### src/rtl/cci_mpf_svc_vtp_pt_sw_ooo.sv
// Software page-table translation front end: requests are posted to a host ring,
// and responses complete out of order by slot id. CCI_MPF_VTP_PT_SW_WATCHDOG_EN adds the watchdog.
module cci_mpf_svc_vtp_pt_sw_ooo #(
  parameter int N_SLOTS        = 8,
  parameter int RING_ENTRIES   = 64,
  parameter int VA_IDX_BITS    = 36,
  parameter int PA_IDX_BITS    = 40,
  parameter int META_BITS      = 2,
  parameter int TAG_BITS       = 8,
  parameter int TIMEOUT_CYCLES = 65536
) (
  input  logic                   clk,
  input  logic                   reset,
  input  logic                   req_en,
  output logic                   req_rdy,
  input  logic [VA_IDX_BITS-1:0] req_va,
  input  logic [META_BITS-1:0]   req_meta,
  input  logic [TAG_BITS-1:0]    req_tag,
  output logic                   rsp_en,
  output logic [VA_IDX_BITS-1:0] rsp_va,
  output logic [PA_IDX_BITS-1:0] rsp_pa,
  output logic [META_BITS-1:0]   rsp_meta,
  output logic [TAG_BITS-1:0]    rsp_tag,
  output logic                   rsp_is_big_page,
  output logic                   rsp_not_present,
  output logic                   wr_en,
  output logic [57:0]            wr_addr,
  output logic [63:0]            wr_data,
  input  logic                   wr_rdy,
  input  logic                   buf_pa_valid,
  input  logic [57:0]            buf_pa,
  input  logic                   vtp_enabled,
  input  logic                   csr_rsp_valid,
  input  logic [63:0]            csr_rsp,
  output logic                   ev_busy,
  output logic                   ev_failed,
  output logic                   ev_stray,
  output logic                   ev_timeout,
  output logic [47:0]            last_vaddr
);
  localparam int SLOT_BITS = (N_SLOTS > 1) ? $clog2(N_SLOTS) : 1;
  localparam int RING_BITS = $clog2(RING_ENTRIES);

  logic                       initialized;
  logic [57:RING_BITS]        ring_base;
  logic [RING_BITS-1:0]       ring_idx;
  logic [N_SLOTS-1:0]         busy;
  logic [N_SLOTS-1:0]         set_mask;
  logic [N_SLOTS-1:0]         clr_mask;
  logic [VA_IDX_BITS-1:0]     slot_va   [N_SLOTS];
  logic [META_BITS-1:0]       slot_meta [N_SLOTS];
  logic [TAG_BITS-1:0]        slot_tag  [N_SLOTS];

  logic                       csr_valid_q;
  logic                       csr_np_q;
  logic                       csr_big_q;
  logic [5:0]                 csr_slot_q;
  logic [PA_IDX_BITS-1:0]     csr_pa_q;

  logic                       have_free;
  logic [SLOT_BITS-1:0]       alloc_slot;
  logic [5:0]                 alloc_id;
  logic                       accept;
  logic [SLOT_BITS-1:0]       csr_idx;
  logic                       csr_hit;
  logic                       unused_bits;

  assign unused_bits = ^{buf_pa[RING_BITS-1:0], csr_rsp[63:PA_IDX_BITS+12], csr_rsp[11:8]};

  // Lowest-numbered free slot wins; scanning downward leaves the smallest index last.
  always_comb begin
    have_free  = 1'b0;
    alloc_slot = '0;
    for (int i = N_SLOTS - 1; i >= 0; i--) begin
      if (!busy[i]) begin
        have_free  = 1'b1;
        alloc_slot = SLOT_BITS'(i);
      end
    end
  end

  assign alloc_id = 6'(alloc_slot);
  assign req_rdy  = initialized & vtp_enabled & wr_rdy & have_free;
  assign accept   = req_en & req_rdy;
  assign csr_idx  = csr_slot_q[SLOT_BITS-1:0];
  assign csr_hit  = csr_valid_q && (32'(csr_slot_q) < N_SLOTS) && busy[csr_idx];
  assign ev_busy  = |busy;

  always_comb begin
    set_mask = '0;
    clr_mask = '0;
    if (accept) set_mask[alloc_slot] = 1'b1;
    if (csr_hit) clr_mask[csr_idx] = 1'b1;
  end

  // Per-slot request context needs no reset; the busy vector qualifies it.
  always_ff @(posedge clk) begin
    if (accept) begin
      slot_va[alloc_slot]   <= req_va;
      slot_meta[alloc_slot] <= req_meta;
      slot_tag[alloc_slot]  <= req_tag;
    end
  end

  always_ff @(posedge clk) begin
    if (reset) begin
      initialized     <= 1'b0;
      ring_base       <= '0;
      ring_idx        <= '0;
      busy            <= '0;
      csr_valid_q     <= 1'b0;
      csr_np_q        <= 1'b0;
      csr_big_q       <= 1'b0;
      csr_slot_q      <= '0;
      csr_pa_q        <= '0;
      wr_en           <= 1'b0;
      wr_addr         <= '0;
      wr_data         <= '0;
      rsp_en          <= 1'b0;
      rsp_va          <= '0;
      rsp_pa          <= '0;
      rsp_meta        <= '0;
      rsp_tag         <= '0;
      rsp_is_big_page <= 1'b0;
      rsp_not_present <= 1'b0;
      ev_failed       <= 1'b0;
      ev_stray        <= 1'b0;
      last_vaddr      <= '0;
    end else begin
      csr_valid_q <= csr_rsp_valid;
      csr_np_q    <= csr_rsp[0];
      csr_big_q   <= csr_rsp[1];
      csr_slot_q  <= csr_rsp[7:2];
      csr_pa_q    <= csr_rsp[PA_IDX_BITS+11:12];
      busy        <= (busy & ~clr_mask) | set_mask;
      wr_en       <= accept;
      rsp_en      <= csr_hit;
      ev_failed   <= csr_hit & csr_np_q;
      ev_stray    <= csr_valid_q & ~csr_hit;
      if (accept) begin
        wr_addr    <= {ring_base, ring_idx};
        wr_data    <= 64'({req_va, 5'b0, alloc_id, 1'b1});
        last_vaddr <= 48'({req_va, 12'b0});
        ring_idx   <= ring_idx + 1'b1;
      end
      if (csr_hit) begin
        rsp_va          <= slot_va[csr_idx];
        rsp_meta        <= slot_meta[csr_idx];
        rsp_tag         <= slot_tag[csr_idx];
        rsp_pa          <= csr_pa_q;
        rsp_is_big_page <= csr_big_q;
        rsp_not_present <= csr_np_q;
      end
      // A new ring base restarts the ring even if a write was accepted this cycle.
      if (buf_pa_valid) begin
        initialized <= 1'b1;
        ring_base   <= buf_pa[57:RING_BITS];
        ring_idx    <= '0;
      end
    end
  end

`ifdef CCI_MPF_VTP_PT_SW_WATCHDOG_EN
  localparam int WD_BITS = $clog2(TIMEOUT_CYCLES + 1);
  logic [WD_BITS-1:0] wd_count;
  logic               timeout_q;

  // Counts cycles with work outstanding but no host response; the flag is sticky.
  always_ff @(posedge clk) begin
    if (reset) begin
      wd_count  <= '0;
      timeout_q <= 1'b0;
    end else begin
      if (csr_rsp_valid || !ev_busy) begin
        wd_count <= '0;
      end else if (wd_count != WD_BITS'(TIMEOUT_CYCLES)) begin
        wd_count <= wd_count + 1'b1;
        if (wd_count == WD_BITS'(TIMEOUT_CYCLES - 1)) timeout_q <= 1'b1;
      end
    end
  end

  assign ev_timeout = timeout_q;
`else
  assign ev_timeout = 1'b0;
`endif

endmodule
### config.mk
export PLATFORM = sky130hd
export DESIGN_NAME = cci_mpf_svc_vtp_pt_sw_ooo
export DESIGN_NICKNAME = d
export VERILOG_FILES = /design/src/rtl/cci_mpf_svc_vtp_pt_sw_ooo.sv
export SDC_FILE = /design/constraint.sdc
export NUM_CORES = 1
export LEC_CHECK = 0
export ABC_AREA = 1
export CAP_MARGIN = 20
export CORE_MARGIN = 3
export CORE_UTILIZATION = 50
export CTS_BUF_LIST = sky130_fd_sc_hd__clkbuf_8
export CTS_CLUSTER_SIZE = 12
export DETAILED_ROUTE_END_ITERATION = 7
export PLACE_DENSITY_LB_ADDON = 0.12
export SYNTH_ARGS = -nofsm -noshare
export SYNTH_HDL_FRONTEND = slang
export SYNTH_SLANG_ARGS = --single-unit
### constraint.sdc
create_clock -name clk -period 5.61 [get_ports clk]
set_input_delay 0.561 -clock clk [delete_from_list [all_inputs] [get_ports clk]]
set_output_delay 0.561 -clock clk [all_outputs]
set_load 0.05 [all_outputs]
==> flow_metrics.py <==
metrics = {
    "status": {
        "status": "finished clean",
    },
    "setup_path": {
        "endpoint_kind": "flip-flop",
        "cp.arrival_ns": 4.74,
        "critPathRequiredTime_ns": 6.21,
        "critPathMaxFanout": 96,
        "cp.buffers_inverters": 4,
        "r2r_cells": 11,
        "critPathSlowestCell": "buf_4",
        "r2r-end": "rsp_not_present",
        "path_delay_family": "buffers and inverters",
        "r2r_slack_ns": 1.48,
        "start_kind": "flip-flop",
        "crit_chain": "clkinv_2, buf_4, nand2_1, nand3_1, nand2_2, nor2_8, nand2_4, inv_2, buf_4, nand2_1, a21oi_1",
        "path_class": "flip-flop to flip-flop",
        "cpPeakStageDelay_ns": 0.84,
        "reg2reg_from": "csr_slot_q[0]",
    },
    "timing": {
        "tns_ns": 0,
        "fmax_mhz": 242,
        "tightest_slew_ns": 1.12,
        "hold_viol": 0,
        "setup_viol": 0,
        "finClkSkew_ns": 0.0311,
        "layout_min_cycle_time_ns": 4.13,
        "period_share": 0.737,
        "holdWs_ns": 0.249,
        "slew-limit-headroom": 0.253,
        "rsz0062_at_grt": "no",
        "slew_viol_final": 0,
    },
    "power": {
        "internal-power_mw": 7.91,
        "p_clk_frac": 0.415,
        "leakage_nw": 11.9,
        "power_mw": 10.4,
        "cellPowerDensity_mw_per_mm2": 330,
        "irDropWorstVdd_v": 0.000174,
        "sw_frac_of_total": 0.238,
        "seqPwrFrac": 0.513,
        "combPwrFrac": 0.072,
        "power_switching_mw": 2.46,
    },
    "route": {
        "drtPass1Iterations": 5,
        "detail_route.iter0.violations": 1411,
        "drt-total-wl_um": 66800,
        "vias": 18738,
        "vias_per_cell": 5.12,
        "wire_per_inst_um": 18.2,
        "drtAntennaViolNets": 0,
        "drc": 0,
    },
    "clock_network": {
        "root_buffer": "clkbuf_8",
        "cts_hold_buf": 0,
        "cts.htree.levels": 3,
        "cts_sinks": 674,
        "numCtsBuffers": 108,
        "cts_buffer_depth": 3,
        "cts_tree": "built",
        "clk_latency_ns": 0.70,
        "postCtsResizedCells": 0,
        "postCtsSetupBuffers": 0,
        "cts.clk_slew.worst_paths_ns": 0.06,
    },
    "yosys": {
        "synth_warnings": 0,
        "synthesis.area_mm2": 0.0253,
        "yosysSeqAreaShare": 0.679,
        "synth_top_cell_by_area": "edfxtp_1",
        "synth_top_cell_area_share": 0.437,
        "yosys.cell_types.count": 31,
        "ys_seq_elements": 674,
        "ys_top_cells_by_area": "edfxtp_1 44%, dfxtp_1 24%, nand2_1 13%",
        "syn_avg_cell_area_um2": 9.88,
        "synth_cells": 2561,
    },
    "final_layout": {
        "drive_above_1_share": 0.0731,
        "final_nets": 3079,
        "final_cell_mix": "845 x nand2_1, 379 x clkdlybuf4s50_1, 368 x edfxtp_1",
        "nFillCells": 4034,
        "syn2layout_area_growth_pct": 24.3,
        "layout_commonest_cell": "nand2_1",
    },
    "floorplan": {
        "core_mm2": 0.0495,
        "die_w_um": 231,
        "rows": 81,
        "die_area_mm2": 0.0534,
        "io_pins": 440,
        "start_util": 0.512,
        "die_y_um": 231,
    },
    "grt": {
        "grt-ovfl-total": 0,
        "antenna_found_initial": 4,
        "grt_max_degree": 97,
        "gr-usage-all-layers": 0.245,
        "grt_pass1_wl_um": 102000,
        "grt_pass1_vias": 18279,
    },
    "worst_hold_path": {
        "min_to": "last_vaddr[47]",
        "min_from": "reset",
        "hold_depth": 2,
        "hold_class": "input pin to flip-flop",
    },
    "place": {
        "gp_congestion": 0.807,
        "io_buffers": 380,
        "dpl.hpwl_um": 39000,
    },
    "flow_run": {
        "maxCapViolCount": 0,
    },
}
==> state kept, by name, summed over array words and instances (netlist names), 2 cells and up <==
signal      count
slot_tag       64
last_vaddr     36
busy            8
wr_addr        58
csr_slot_q      6
rsp_meta        2
wr_data         4
csr_pa_q       40
ring_idx        6
rsp_pa         40
slot_meta      16
slot_va       288
rsp_va         36
ring_base      52
rsp_tag         8
==> layer usage <==
metal  wire, um  GRT usage  up-vias  part of all wire
li1           -          -     8974                 -
met1      27000      0.310     8921              0.40
met2      33100      0.421      705              0.49
met3       4740     0.0459      134             0.071
met4       1950     0.0934        4             0.029
met5         31          0        -           0.00046
==> logic make-up (layout without fill, tap and decap cells) <==
family	count (synthesis)	in the layout	share of synthesized area
AND/OR/NAND/NOR	1244	1244	0.194
flip-flops	674	674	0.679
buffers and inverters	322	721	0.0635
AO/OA/AOI/OAI	317	317	0.0629
XOR/XNOR	2	2	0.000692
adder cells (fa/ha/maj)	1	1	0.000494
other	1	39	0.000148
==> Yosys cell counts, drive strengths merged <==
library cell  instances
a21oi               192
a31oi                 1
buf                 135
clkbuf               78
clkinv                1
conb                  1
dfxtp               306
edfxtp              368
ha                    1
inv                 108
nand2               847
nand3                36
nand3b                3
nand4                39
nor2                294
nor3                 22
nor4                  2
o211a                 1
o21ai               123
or2                   1
xnor2                 1
xor2                  1
==> worst reg2reg max path: stages, from the launching register on <==
cell      delay (ns)
dfxtp_4         0.53
clkinv_2        0.14
buf_4           0.84
nand2_1         0.15
nand3_1         0.16
nand2_2         0.10
nor2_8          0.19
nand2_4         0.38
inv_2           0.72
buf_4           0.54
nand2_1         0.17
a21oi_1         0.14
==> stage by stage <==
step,instances,instance area [um^2],utilization,setup WS (ns)
finish,3662,31500,0.636,1.48
global route,3661,31400,0.636,1.11
CTS,3658,31400,0.635,1.47
detailed placement,3455,29100,0.589,1.48
global placement,3454,29100,0.589,1.60
floorplan,2597,25400,-,0.774
==> layout make-up <==
class / count / area, um^2 / area share
multi-input combinational: 1601 / 6700 / 0.213
sequential: 674 / 17200 / 0.546
timing repair buffer: 409 / 4060 / 0.129
antenna: 2 / 5.00 / 0.000159
clock buffer: 130 / 1790 / 0.0569
clock inverter: 73 / 479 / 0.0152
inverter: 109 / 413 / 0.0131
tap: 664 / 831 / 0.0264
==> power groups by stage <==
stage	Combinational (mW)	Sequential, mW	Clock [mW]
2_1_floorplan	0.369	5.51	0
3_3_place_gp	0.732	5.42	0
3_5_place_dp	0.744	5.43	0
4_1_cts	0.747	5.32	4.39
5_1_grt	0.809	5.33	4.63
6_report	0.745	5.32	4.30
==> how the worst max path moves through the flow <==
stage,from,endpoint,slack (ns),depth (start not counted)
3_3_place_gp,csr_slot_q[0],rsp_not_present,1.60,11
5_1_grt,csr_slot_q[0],rsp_not_present,1.11,11
2_1_floorplan,wr_rdy,slot_meta[3][0],0.77,5
6_report,csr_slot_q[0],rsp_not_present,1.48,11
3_5_place_dp,csr_slot_q[0],rsp_not_present,1.48,11
4_1_cts,csr_slot_q[0],rsp_not_present,1.47,11
(Power assumes the default switching activity.)
==> patch: new RTL, same flow settings <==
The parameter `RING_ENTRIES` goes from 64 to 32.
--- a/src/rtl/cci_mpf_svc_vtp_pt_sw_ooo.sv
+++ b/src/rtl/cci_mpf_svc_vtp_pt_sw_ooo.sv
@@ -4,3 +4,3 @@
   parameter int N_SLOTS        = 8,
-  parameter int RING_ENTRIES   = 64,
+  parameter int RING_ENTRIES   = 32,
   parameter int VA_IDX_BITS    = 36,
Behaviour: not the same (a bounded check fails within 4 cycles, from zero or initial values and one cycle with reset high).
==> patch against the original RTL <==
- cell count increased by 0.68%
- cell area about the same
- global-route usage decreased by 0.66 points
- area after synthesis increased by 0.99%
- power decreased by 2.7%
- routed wire length decreased by 1.1%
- sequential cell count unchanged
- non-clock buffer count decreased by 6
- worst setup slack improved by 0.16 ns
- critical path depth decreased by 1
==> patch: results (changes against the original RTL) <==
Placed design
  • Routability cong.: 0.815 (+1.0%)
  • Post-DP HPWL: 37600 um (-3.6%)
  • Port bufs: 381 (+0.26%)
  • Dpl ws: 1.58 ns (+0.106 ns)
  • Placed cell count: 3483 (+0.81%)

CTS
  • Clock Pin Slew Worst Setup and Hold Paths: 0.06 ns (about the same)
  • TritonCTS Buffers: 106 (-1.9%)
  • Max clock buf depth: 3 (unchanged)
  • Clk_lat worst skew: 0.67 ns (-0.03 ns)
  • Cts repair resizes: 0 (unchanged)

Yosys
  • Ys async rst share: 0% (unchanged)
  • Sequential fraction of the synthesis area: 67.2% (-0.66 points)
  • Yosys cell types: 33 (+6.5%)
  • Primary FF master, synth: edfxtp_1
  • Synth cell count leaders: nand2_1, edfxtp_1, dfxtp_1
  • Cells after Synth: 2598 (+1.4%)
  • Ranking of synthesized cells by area: edfxtp_1, dfxtp_1, nand2_1
  • Synthesis warning total: 0 (unchanged)

Finish
  • Finished Layout Cells: 3687 (+0.68%)
  • Top Registers: slot_va (288), slot_tag (64), wr_addr (58)
  • Layout cells sized above 1: 7.34% (+0.035 points)
  • Filler instances: 4174 (+3.5%)
  • Final nets: 3096 (+0.55%)

Global route
  • Vias in the first global route: 18200 (-0.47%)
  • GR Util All Layers: 23.9% (-0.66 points)
  • Initial antenna violation count: 7 (+3)
  • Pin count of the biggest net entering global routing: 106 (+9.3%)
  • First-pass GRT wire length: 100000 um (-1.7%)

Routing
  • Starting DRT DRC Count: 1438 (+1.9%)
  • Via count: 18900 (+1.1%)
  • Total Wirelength: 66100 um (-1.1%)

Power
  • Maximum vdd drop: 0.199 mV (+15%)
  • Leak Pwr: 11.9 nW (about the same)

Timing
  • Worst slew pin tran: 1.06 ns (-0.0593 ns)
  • Setup Total Neg Slack: 0 ns (unchanged)
  • Worst Clk Skew: 0.0238 ns (-0.00732 ns)

Outcome
  • Status: complete, no violations

Critical path
  • Slowest CP cell: nor2_2
  • CP peak stage delay: 0.85 ns
  • CP arrival: 4.55 ns (-0.19 ns)
  • Crit-path leading delay family: buffers and inverters
  • Worst Path Max Fanout: 91 (-5.2%)
## patch: cells by family (layout without fill, tap and decap cells)
logic type                 Yosys count  in the layout  share of synthesized area, %
adders and majority gates            1              1                        0.0489
buffers and inverters              311            686                          6.13
AOI/OAI and AO/OA                  389            389                          7.66
DFF                                674            674                          67.2
other                                1             43                        0.0147
and+or+nand+nor                   1222           1222                          18.9
## patch: layer usage
metal	track usage [%]	vias to the layer above	part of all wire, %	wire [um]
met5	0	-	0.047	31
met4	9.47	4	3.1	2040
met3	4.75	124	6.5	4330
met1	29.9	9090	40	26500
li1	-	9093	-	-
met2	40.8	638	50	33100
## patch: stage by stage
stage,utilization [%],total power (W),hold WS [ns],area (um^2)
after detailed placement,58.2,0.00618,0.449,29300
after global placement,58.2,0.00616,0.435,29300
after floorplan,-,0.00589,0.425,25700
after CTS,62.4,0.0102,0.303,31400
after global routing,62.4,0.0105,0.347,31500
final,62.4,0.0101,0.336,31500
## patch: final timing paths
check	cells after the start	startpoint	slack, ns	endpoint
max reg2reg	10	csr_slot_q[2]	1.64	rsp_va[27]
min	2	reset	0.34	csr_pa_q[38]
max	10	csr_slot_q[2]	1.64	rsp_va[27]
min reg2reg	2	csr_np_q	0.45	ev_failed
## patch: power by group
part | total [W] | switching (W) | internal [W] | leakage (nW)
Combinational | 0.000756 | 0.000511 | 0.000245 | 4.85
Clock | 0.00401 | 0.00185 | 0.00216 | 1.24
Sequential | 0.00532 | 0.0000414 | 0.00528 | 5.81
## patch: cell type report
class	count	area [um^2]	area share, %
Multi-Input combinational cell	1649	6980	22.2
Inverter	86	335	1.07
Sequential cell	674	17200	54.6
Timing Repair Buffer	403	4000	12.7
Tap cell	672	841	2.67
Clock inverter	72	374	1.19
Clock buffer	125	1720	5.47
Antenna cell	6	15.0	0.0477
